===== src/rtl/cpu_types_pkg.sv =====
`default_nettype none
// ============================================================================
// cpu_types_pkg : shared RAM/arbiter types for the multicore memory path
// Revision      : 1.0
// ============================================================================
package cpu_types_pkg;

  typedef logic [31:0] word_t;

  typedef enum logic [1:0] {
    FREE   = 2'd0,
    BUSY   = 2'd1,
    ACCESS = 2'd2,
    ERROR  = 2'd3
  } ramstate_t;

  typedef enum logic [0:0] {
    ARB_IDLE  = 1'b0,
    ARB_GRANT = 1'b1
  } arb_state_t;

  // Width of a core index; a single-core build still needs a 1-bit field.
  function automatic int rr_width(input int n);
    return (n > 1) ? $clog2(n) : 1;
  endfunction

endpackage
`default_nettype wire


===== src/rtl/mem_arbiter_rr_picker.sv =====
`default_nettype none
// ============================================================================
// rr_picker : combinational rotate-priority select starting at index i_rr
// Revision  : 1.0
// ============================================================================
module rr_picker
  import cpu_types_pkg::*;
#(
  parameter int CPUS = 2,
  parameter int RRW  = rr_width(CPUS)
) (
  input  logic [CPUS-1:0] i_req,
  input  logic [RRW-1:0]  i_rr,
  output logic            o_valid,
  output logic [RRW-1:0]  o_winner
);

  int             w_idx;
  logic [RRW-1:0] w_sel;

  // Scan from the farthest offset down so the nearest requester overwrites last.
  always_comb begin
    o_valid  = 1'b0;
    o_winner = '0;
    w_idx    = 0;
    w_sel    = '0;
    for (int k = CPUS - 1; k >= 0; k--) begin
      w_idx = (int'(i_rr) + k) % CPUS;
      w_sel = RRW'(w_idx);
      if (i_req[w_sel]) begin
        o_valid  = 1'b1;
        o_winner = w_sel;
      end
    end
  end

endmodule
`default_nettype wire


===== src/rtl/mem_arbiter.sv =====
`default_nettype none
// ============================================================================
// mem_arbiter : round-robin I/D request arbiter onto a single RAM port
// Revision    : 1.0
// ============================================================================
module mem_arbiter
  import cpu_types_pkg::*;
#(
  parameter int CPUS   = 2,
  parameter int ADDR_W = 32,
  parameter int DATA_W = 32
) (
  input  logic                     CLK,
  input  logic                     nRST,
  input  logic [CPUS-1:0]          iREN,
  input  logic [CPUS*ADDR_W-1:0]   iaddr,
  input  logic [CPUS-1:0]          dREN,
  input  logic [CPUS-1:0]          dWEN,
  input  logic [CPUS*ADDR_W-1:0]   daddr,
  input  logic [CPUS*DATA_W-1:0]   dstore,
  output logic [CPUS-1:0]          iwait,
  output logic [CPUS-1:0]          dwait,
  output logic [CPUS*DATA_W-1:0]   iload,
  output logic [CPUS*DATA_W-1:0]   dload,
  output logic [ADDR_W-1:0]        ramaddr,
  output logic [DATA_W-1:0]        ramstore,
  output logic                     ramREN,
  output logic                     ramWEN,
  input  logic [DATA_W-1:0]        ramload,
  input  ramstate_t                ramstate
);

  localparam int             RRW          = rr_width(CPUS);
  localparam logic [RRW-1:0] c_LAST_CORE  = RRW'(CPUS - 1);

  arb_state_t       r_state;
  logic [RRW-1:0]   r_rr;
  logic [RRW-1:0]   r_own_core;
  logic             r_own_data;
  logic             r_own_write;

  logic [CPUS-1:0]   w_req;
  logic              w_valid;
  logic [RRW-1:0]    w_winner;
  logic [ADDR_W-1:0] w_iaddr  [CPUS];
  logic [ADDR_W-1:0] w_daddr  [CPUS];
  logic [DATA_W-1:0] w_dstore [CPUS];
  logic              w_grant;
  logic              w_own_act;
  logic              w_done;

  rr_picker #(
    .CPUS (CPUS),
    .RRW  (RRW)
  ) u_picker (
    .i_req    (w_req),
    .i_rr     (r_rr),
    .o_valid  (w_valid),
    .o_winner (w_winner)
  );

  // Reset gates every RAM-facing and core-facing output combinationally.
  assign w_grant   = nRST && (r_state == ARB_GRANT);
  assign w_own_act = w_grant && (r_own_data ? (dREN[r_own_core] | dWEN[r_own_core])
                                            : iREN[r_own_core]);
  assign w_done    = w_own_act && (ramstate == ACCESS);

  assign ramREN   = w_own_act && !r_own_write;
  assign ramWEN   = w_own_act &&  r_own_write;
  assign ramaddr  = w_grant ? (r_own_data ? w_daddr[r_own_core] : w_iaddr[r_own_core]) : '0;
  assign ramstore = (w_grant && r_own_write) ? w_dstore[r_own_core] : '0;

  for (genvar c = 0; c < CPUS; c++) begin : g_core
    logic w_mine;

    assign w_iaddr[c]  = iaddr[c*ADDR_W +: ADDR_W];
    assign w_daddr[c]  = daddr[c*ADDR_W +: ADDR_W];
    assign w_dstore[c] = dstore[c*DATA_W +: DATA_W];
    assign w_req[c]    = iREN[c] | dREN[c] | dWEN[c];
    assign w_mine      = (r_own_core == RRW'(c));

    assign iwait[c] = !(w_done && w_mine && !r_own_data);
    assign dwait[c] = !(w_done && w_mine &&  r_own_data);
    assign iload[c*DATA_W +: DATA_W] = (w_done && w_mine && !r_own_data) ? ramload : '0;
    assign dload[c*DATA_W +: DATA_W] =
      (w_done && w_mine && r_own_data && !r_own_write) ? ramload : '0;
  end

  always_ff @(posedge CLK) begin
    if (!nRST) begin
      r_state     <= ARB_IDLE;
      r_rr        <= '0;
      r_own_core  <= '0;
      r_own_data  <= 1'b0;
      r_own_write <= 1'b0;
    end else begin
      case (r_state)
        ARB_IDLE: begin
          if (w_valid) begin
            r_state     <= ARB_GRANT;
            r_own_core  <= w_winner;
            r_own_data  <= dREN[w_winner] | dWEN[w_winner];
            r_own_write <= dWEN[w_winner];
          end
        end
        ARB_GRANT: begin
          // An owner that drops its request abandons the grant without moving rr.
          if (!w_own_act) begin
            r_state <= ARB_IDLE;
          end else if (w_done) begin
            r_state <= ARB_IDLE;
            r_rr    <= (r_own_core == c_LAST_CORE) ? '0 : r_own_core + 1'b1;
          end
        end
        default: r_state <= ARB_IDLE;
      endcase
    end
  end

endmodule
`default_nettype wire


===== config.mk =====
export PLATFORM = sky130hd
export DESIGN_NAME = mem_arbiter
export DESIGN_NICKNAME = d
export VERILOG_FILES = /design/src/rtl/cpu_types_pkg.sv /design/src/rtl/mem_arbiter_rr_picker.sv /design/src/rtl/mem_arbiter.sv
export SDC_FILE = /design/constraint.sdc
export NUM_CORES = 1
export LEC_CHECK = 0
export CORE_AREA = 2 2 170 172
export DETAILED_ROUTE_END_ITERATION = 8
export DIE_AREA = 0 0 172 174
export DONT_BUFFER_PORTS = 1
export GPL_TIMING_DRIVEN = 0
export PLACE_DENSITY_LB_ADDON = 0.12
export SYNTH_ARGS = -nofsm -noshare
export SYNTH_HDL_FRONTEND = slang
export SYNTH_SLANG_ARGS = --single-unit

===== constraint.sdc =====
create_clock -name CLK -period 2.2 [get_ports CLK]
set_clock_uncertainty 0.1 [all_clocks]
set_input_delay 0.44 -clock CLK [delete_from_list [all_inputs] [get_ports CLK]]
set_output_delay 0.44 -clock CLK [all_outputs]
set_load 0.02 [all_outputs]

## Word-level counts from Yosys, hierarchy flattened

Index checks and enable logic that the tools add are counted.

- $add $sub $neg: 2
- Order comparisons: 5
- Equality and inequality tests: 1
- Multiplexer cells: 40
- Bitwise logic cells: 9
- Reduce and logical (&&, ||, !) cells: 22

Operators with widths:

| cell | count |
|---|---|
| two-way mux 32 bit | 16 |
| two-way mux 1 bit | 23 |
| logical AND 1 bit | 14 |
| less-than comparator 1 x 2 -> 1 bit, second input constant | 4 |
| logical NOT 1 bit | 6 |
| OR 1 bit | 6 |
| AND reduction 3 bit | 1 |
| adder 1 bit, second input constant | 2 |
| == test 2 bit, second input constant | 1 |
| greater-or-equal comparator 2 bit, second input constant | 1 |
| inverter 1 bit | 2 |
| inverter 1 -> 2 bit | 1 |
| one-hot mux 1 bit (2 select lines) | 1 |
| AND reduction 2 bit | 1 |

- Register bits: 5
- Input port bits: 234
- Output and inout bits: 198
- Logic and storage cells: 84

## Logic depth before layout (Yosys ltp)

Gate-level depths: netlist (run 1).

- Depth after elaboration: 10
- Gate-level depth with buffers: 6
- Depth with buffers taken out: 4

## Modules after synthesis

A second synthesis (run 1) with hierarchy kept.

- Cells, all modules: 341
- Area, all modules: 2806.4 um2

By module, submodules not included:

| module | times used | cells an instance | area an instance (um2) | seq. area each (um2) |
|---|---|---|---|---|
| mem_arbiter | 1 | 338 | 2788.9 | 100.1 |
| rr_picker | 1 | 3 | 17.5 | 0.0 |

## Worst setup path after synthesis (run 1)

No wires, ideal clock.

- Kind: register to output
- Start point: reg r_own_core (netlist: g_core[1].w_mine)
- End point: out dload[32]
- Arrival: 1.546 ns
- Data required time: 1.660 ns
- Setup slack: 0.114 ns
- Stages on the path, launching flop included: 7
- Buffers on the path: 2
- Cell sequence: dfxtp_1 buf_6 nor3b_1 o21a_4 nor4_4 buf_6 and2_1

- Cells in the longest elaborated chain, start to end: 10
- Elaborated cells between the ends (all ways): 14
- Classes of those cells: mux (8); bitwise (1); reduce/logical (5)

RTL lines:

| item | RTL line | text |
|---|---|---|
| from (decl) | mem_arbiter.sv:38 | `logic [RRW-1:0] r_own_core;` |
| from (signal assigned) | mem_arbiter.sv:101 | `r_own_core <= w_winner;` |
| two-way mux 1 bit (not written as such) (2 in a row) | mem_arbiter.sv:64 | `assign w_own_act = w_grant && (r_own_data ? (dREN[r_own_core] \| dWEN[r_own_core])` |
| OR 1 bit | mem_arbiter.sv:64 |  |
| two-way mux 1 bit | mem_arbiter.sv:64 |  |
| logical AND 1 bit | mem_arbiter.sv:64 |  |
| logical AND 1 bit | mem_arbiter.sv:66 | `assign w_done = w_own_act && (ramstate == ACCESS);` |
| logical AND 1 bit (*) (3 in a row) | mem_arbiter.sv:86 | `(w_done && w_mine && r_own_data && !r_own_write) ? ramload : '0;` |
| two-way mux 32 bit (*) | mem_arbiter.sv:86 |  |
| to (decl) | mem_arbiter.sv:24 | `output logic [CPUS*DATA_W-1:0] dload,` |

Mark *: on every way between the ends. The rest lies on a longest branch, timed or not. The select of a mux whose other input is x is not followed.

## Worst setup path after layout (run 1)

- Start point: reg r_own_core (netlist: g_core[1].w_mine)
- End point: out dload[59]

Same word-level chain as after synthesis.

==> impl_results.rst, run 1 <==
.. list-table::
   :header-rows: 1

   * - Metric
     - Value
   * - Result of the run
     - complete, but fails checks
   * - Violated checks
     - negative setup slack
   * - Number of sinks handled by clock tree synthesis
     - 5
   * - Share of the core filled with cells
     - 0.1532
   * - Worst r2r src
     - g_core[1].w_mine
   * - Launch point of the worst path
     - g_core[1].w_mine
   * - Net count after synthesis
     - 573
   * - Worst slew margin relative to its limit
     - 0.6901
   * - Mean cell area of the mapped netlist
     - 8.415 sq um
   * - Post-route worst setup slack
     - -164.8 ps
   * - Area contributors post-synth
     - mux4_2 25%, and2_1 21%, and3_1 14%
   * - Detailed-route DRC error count
     - 0
   * - Post-layout power
     - 1.081 mW
   * - Total negative slack
     - -17060 ps
   * - Effective utilization at floorplan
     - 0.1010
   * - Maximum fanout encountered on the critical timing path
     - 10
   * - Via-per-instance ratio
     - 4.016
   * - Antenna diode count
     - 0
   * - Detail-routed net length per standard cell
     - 19.61 microns
   * - Synth-to-Final Area Change
     - 51.62%
   * - Measured slew at the worst slew-check pin
     - 461.3 ps
   * - Worst endpoint data arrival time
     - 1820 ps
   * - Number of buffers on the longest clock path
     - 2
   * - Critical path data required time
     - 1660 ps
   * - Post-Syn Area
     - 2853 sq um
   * - Post-detailed-routing wire length
     - 14690 microns
   * - Core region area
     - 28240 sq um
   * - Met1 Wirelength
     - 5260 microns
   * - Post-route clock period utilization
     - 1.075
   * - Setup repair after global routing missed its margin
     - yes
   * - Number of buffers added on ports
     - 0
   * - Peak clock frequency supported by timing
     - 0.4229 GHz
   * - Fill cell count
     - 3199
   * - Total instance count after detailed placement
     - 723
   * - Class of the tightest hold or removal check
     - in2reg
   * - Reg-to-reg slack, setup
     - 480 ps
   * - GR Util All Layers
     - 0.08430
   * - Portion of synthesized cell area occupied by the leading cell type
     - 0.2526
   * - Number of cell rows
     - 62
   * - Clock network latency to the later pin of the worst-skew pair
     - 230 ps
   * - Worst ir drop on vdd
     - 0.1934 mV
   * - Worst hold slack
     - 456.1 ps
   * - Gpl congestion
     - 0.7509
   * - Detail Placement HPWL
     - 11700 microns
   * - Count of pins over their slew limit
     - 0
   * - P_leak
     - 1.539 nW
   * - Cell count after synthesis
     - 339
   * - Grt total ovfl
     - 0
   * - Remaining antenna violation count after routing
     - 0
   * - Critical Path Sink Type
     - output port
   * - Share of the yosys chip area belonging to registers
     - 0.03509
   * - CTS tree
     - yes
   * - Pin count of the biggest net entering global routing
     - 11
   * - Die Footprint
     - 29930 sq um
   * - Horizontal extent of the die
     - 172 microns
   * - Hold buffers post-CTS
     - 0
   * - Die Span Y
     - 174 microns
   * - Number of global-route vias before repair
     - 3089
   * - Detailed Route Iter0 Violations
     - 113
   * - Number of standard cells in the final layout excluding fillers
     - 749
   * - Level count of the clock H-tree
     - 1
   * - Power density over cell area
     - 250.0 nW/um^2
   * - Clock slew at reported path FFs
     - 30 ps
   * - Antenna violations before repair
     - 0
   * - Final Hold Vio Count
     - 0
   * - Detailed route wirelength on metal2
     - 8113 microns
   * - Detailed-router iteration count before antenna repair
     - 4
   * - Number of nets in the layout
     - 600
   * - Shortest period the worst path allows
     - 2365 ps
   * - First-pass GRT wire length
     - 19130 microns
   * - Setup slack at placement
     - -473.6 ps
   * - Setup-violating endpoint count in the final report
     - 178
   * - Detail Route met3 WL
     - 1287 microns
   * - Placed Instance Area
     - 3333 sq um
   * - CTS Root Buffer Type
     - clkbuf_16
   * - Seq cells post-synth
     - 5
   * - Count of warnings emitted by yosys
     - 0
   * - Critical path startpoint category
     - flop
   * - Count of pins on the block boundary
     - 432
   * - Hold path start
     - dREN[0]
   * - Number of buffers created by CTS
     - 3
   * - Unique masters post-synth
     - 32
   * - Number of maximum-capacitance constraint violations
     - 0
   * - Via count
     - 3008
   * - Leading area contributor after synthesis
     - mux4_2
   * - Critical path start-end classification
     - reg2out
   * - Highest routed layer
     - met4
   * - Fin area
     - 4325 sq um
   * - Fraction of layout instances using a drive strength above 1
     - 0.7205
==> cell usage after synthesis <==
| cell | number |
|---|---|
| o31ai_1 | 1 |
| o21a_4 | 1 |
| clkbuf_1 | 14 |
| nand2_1 | 1 |
| nor3_1 | 3 |
| or3_1 | 1 |
| dfxtp_1 | 5 |
| nor4_4 | 3 |
| nor2b_1 | 1 |
| mux2_4 | 1 |
| a2111o_1 | 1 |
| inv_1 | 4 |
| o211ai_4 | 1 |
| nand3_1 | 2 |
| nor3_4 | 1 |
| o41ai_1 | 1 |
| and2_1 | 98 |
| nor3b_1 | 2 |
| nand2b_1 | 1 |
| o21ai_0 | 2 |
| o41a_1 | 1 |
| a21oi_1 | 2 |
| o221a_2 | 1 |
| mux2i_1 | 32 |
| a22o_1 | 1 |
| nor2_1 | 35 |
| and3_1 | 65 |
| buf_6 | 13 |
| o211a_1 | 1 |
| mux4_2 | 32 |
| buf_2 | 11 |
| o311ai_0 | 1 |
==> area by class of cell <==
type | instances | area (sq um) | area share
well taps | 384 | 480.5 | 0.1111
plain buffers | 34 | 310.3 | 0.07174
flip-flops and latches | 5 | 105.1 | 0.02430
inverters | 4 | 20.02 | 0.004628
repair buffers | 26 | 345.3 | 0.07984
multi-input cells | 292 | 2985 | 0.6902
clock buffers | 4 | 78.83 | 0.01822
==> report_power, final <==
group | internal (mW) | switching [mW] | total [mW]
clock network | 0.240 | 0.0581 | 0.298
registers | 0.101 | 0.0197 | 0.121
logic | 0.294 | 0.368 | 0.662
total | 0.635 | 0.446 | 1.08
==> worst max-delay path: stages (launching register included) <==
cell and delay [ps]:
dfxtp_4 390, mux2_4 330, o211ai_4 180, buf_12 160, nor4_4 50, buf_12 160
buf_12 140, and2_4 180
==> registers in the layout, summed over array words and instances (netlist names) <==
register	flops
r_state	1
g_core.w_mine	1
r_own_write	1
r_own_data	1
r_rr	1
==> path summary, 6_finish.rpt <==
| path | endpoint | cells after the start |
|---|---|---|
| worst max-delay path | dload[59] | 7 |
| worst min-delay path | r_own_data | 3 |
| worst max register to register | r_state | 7 |
| worst min register to register | r_rr | 2 |
==> layout by cell type, fill, tap and decap left out, types with 3 or more instances in the layout <==
cell and instances:
buf_12 3, nor2_2 29, dfxtp_1 3, buf_4 11, buf_8 5, and3_1 32, clkbuf_1 8, buf_6 20
clkbuf_16 6, nor4_4 3, nor2_1 4, clkbuf_8 3, nor3_1 3, mux2i_1 32, clkbuf_4 3, and3_4 33
mux4_2 32, and2_4 96
==> cell families after synthesis <==
logic type             synth area share
AND/OR/NAND/NOR                  0.4535
multiplexers                     0.3702
buffers and inverters           0.09430
flip-flops                      0.03509
AO/OA/AOI/OAI                   0.04693
==> per-layer routing <==
| layer | GRT usage | up-vias |
|---|---|---|
| met3 | 0.01730 | 2 |
| met2 | 0.1740 | 256 |
| met4 | 0.007703 | 0 |
| li1 | - | 1279 |
| met5 | 0 | - |
| met1 | 0.08806 | 1471 |
==> timing repair <==
action                     4_1_cts  5_1_grt
setup endpoints to repair      198      198
pin swaps                       95       39
setup buffers                   15        2
resized for setup              323       30
cloned                           7        3
No activity file was read; power rests on OpenSTA's default activity.
==> inputs of run 2 (changes only) <==
CTS_BUF_LIST = sky130_fd_sc_hd__clkbuf_2 sky130_fd_sc_hd__clkbuf_4 sky130_fd_sc_hd__clkbuf_8   (was unset)
PLACE_DENSITY_LB_ADDON = 0.25   (was 0.12)
==> run 2 against run 1 <==
Effect of this change: the run still ends with negative setup slack left; core utilization is 1.1 points higher; register-to-register slack better by 20 ps; via count is 0.40% higher; sequential power hardly changed; global-route usage is 0.47 points higher; sequential cell count stayed put; largest cell class unchanged; hold slack worse by 21 ps; fmax is 2.5% lower.
==> impl_results.rst, run 2 (synthesis gave the netlist of run 1 again) <==
.. list-table::
   :header-rows: 1

   * - Metric
     - Value
   * - Result of the run
     - complete, but fails checks
   * - Violated checks
     - negative setup slack
   * - P_leak
     - 1.555 nW
   * - Worst ir drop on vdd
     - 0.1776 mV
   * - Via count
     - 3020
   * - Detail-routed net length per standard cell
     - 20.36 microns
   * - Setup-violating endpoint count in the final report
     - 156
   * - Die Span Y
     - 174 microns
   * - Detailed-router iteration count before antenna repair
     - 4
   * - Placed Instance Area
     - 3333 sq um
   * - Class of the tightest hold or removal check
     - in2reg
   * - Horizontal extent of the die
     - 172 microns
   * - Peak clock frequency supported by timing
     - 0.4122 GHz
   * - Number of cell rows
     - 62
   * - Number of buffers created by CTS
     - 3
   * - Post-route worst setup slack
     - -225.8 ps
   * - Critical path startpoint category
     - flop
   * - Clock network latency to the later pin of the worst-skew pair
     - 220 ps
   * - Worst slew margin relative to its limit
     - 0.6284
   * - Worst hold slack
     - 435.3 ps
   * - Shortest period the worst path allows
     - 2426 ps
   * - Number of buffers added on ports
     - 0
   * - Effective utilization at floorplan
     - 0.1010
   * - Gpl congestion
     - 0.8083
   * - Post-detailed-routing wire length
     - 15290 microns
   * - Detail Placement HPWL
     - 12320 microns
   * - Fill cell count
     - 3151
   * - Measured slew at the worst slew-check pin
     - 557.4 ps
   * - CTS Root Buffer Type
     - clkbuf_8
   * - Share of the core filled with cells
     - 0.1647
   * - Setup repair after global routing missed its margin
     - yes
   * - Count of pins over their slew limit
     - 0
   * - Critical Path, Cell by Cell
     - buf_6, mux2_4, o211ai_4, buf_12, nor4_4, buf_6, buf_8, and2_4
   * - Clock slew at reported path FFs
     - 40 ps
   * - Power density over cell area
     - 231.9 nW/um^2
   * - CTS tree
     - yes
   * - Synth-to-Final Area Change
     - 62.98%
   * - Fin area
     - 4649 sq um
   * - Core region area
     - 28240 sq um
   * - Die Footprint
     - 29930 sq um
   * - Via-per-instance ratio
     - 4.021
   * - Top cell by count, worst path
     - buf_6
   * - Detailed-route DRC error count
     - 0
   * - GR Util All Layers
     - 0.08901
   * - Level count of the clock H-tree
     - 1
   * - Total instance count after detailed placement
     - 723
   * - Commonest non-fill, non-tap cell in the layout
     - and2_4
   * - Antenna violations before repair
     - 3
   * - Critical Path Sink Type
     - output port
   * - Number of sinks handled by clock tree synthesis
     - 5
   * - Largest stage delay, worst path
     - 330 ps
   * - Setup slack at placement
     - -441.7 ps
   * - Pin count of the biggest net entering global routing
     - 11
   * - Critical path data required time
     - 1660 ps
   * - Detailed Route Iter0 Violations
     - 77
   * - Leading cell types in the layout, fill and taps excluded
     - 96 x and2_4, 51 x and3_4, 32 x mux4_2, 30 x nor2_4, 24 x buf_6
   * - First-pass GRT wire length
     - 19320 microns
   * - Critical path start-end classification
     - reg2out
   * - Number of standard cells in the final layout excluding fillers
     - 751
   * - Worst endpoint data arrival time
     - 1890 ps
   * - Post-route clock period utilization
     - 1.103
   * - Final Hold Vio Count
     - 0
   * - Number of maximum-capacitance constraint violations
     - 0
   * - Number of global-route vias before repair
     - 2962
   * - Slowest stage cell on the critical path
     - dfxtp_2
   * - Maximum fanout encountered on the critical timing path
     - 10
   * - Total negative slack
     - -26110 ps
   * - Count of pins on the block boundary
     - 432
   * - Grt total ovfl
     - 0
   * - Remaining antenna violation count after routing
     - 0
   * - Post-layout power
     - 1.078 mW
   * - Number of buffers on the longest clock path
     - 2
   * - Fraction of layout instances using a drive strength above 1
     - 0.8356
   * - Number of nets in the layout
     - 600
-- run 2: changes by cell type in the layout (fill, tap and decap cells not counted), sizes merged --
cell,before,now
clkbuf,22,17
diode,0,2
clkinvlp,0,1
buf,42,47
inv,4,3
-- run 2: report_power, final --
part | switching (mW) | internal (mW)
sequential | 0.0186 | 0.102
clock | 0.0463 | 0.137
combinational | 0.414 | 0.361
total | 0.479 | 0.599
-- run 2: path summary, 6_finish.rpt --
path                         start     endpoint  slack (ps)  cells after the start
setup / recovery  g_core[1].w_mine    dload[58]        -230                      8
hold / removal             dWEN[1]  r_own_write         440                      2
setup reg to reg  g_core[1].w_mine      r_state         500                      7
hold reg to reg               r_rr         r_rr         460                      2
-- run 2: area by class of cell --
class,count,area [sq um],area share
diodes,2,5.005,0.001076
plain buffers,38,402.9,0.08665
clock buffers,4,48.80,0.01050
inverters,4,23.77,0.005113
multi-input cells,292,3293,0.7083
flip-flops and latches,5,102.6,0.02207
well taps,384,480.5,0.1033
repair buffers,22,292.8,0.06297
-- run 2: metal layers --
metal	vias to the layer above	wire length [microns]	track usage
met2	251	8413	0.1764
met3	8	1194	0.01776
met1	1479	5473	0.09237
li1	1280	-	-
met4	2	197	0.02591
met5	-	13	0
-- run 2: repair_timing --
action / 4_1_cts / 5_1_grt
buffers inserted: 11 / 4
endpoints found under the setup margin: 198 / 196
pin swaps: 67 / 33
cloned: 5 / 4
hold buffers: 0 / 0
gates resized for setup: 195 / 266
-- run 2: critical path: cells and delay by family, from the launching register on --
kind,cells,cell delay [ps]
flops,1,330
mux,1,310
simple gates,2,230
compound gates,1,180
buf+inv,4,600
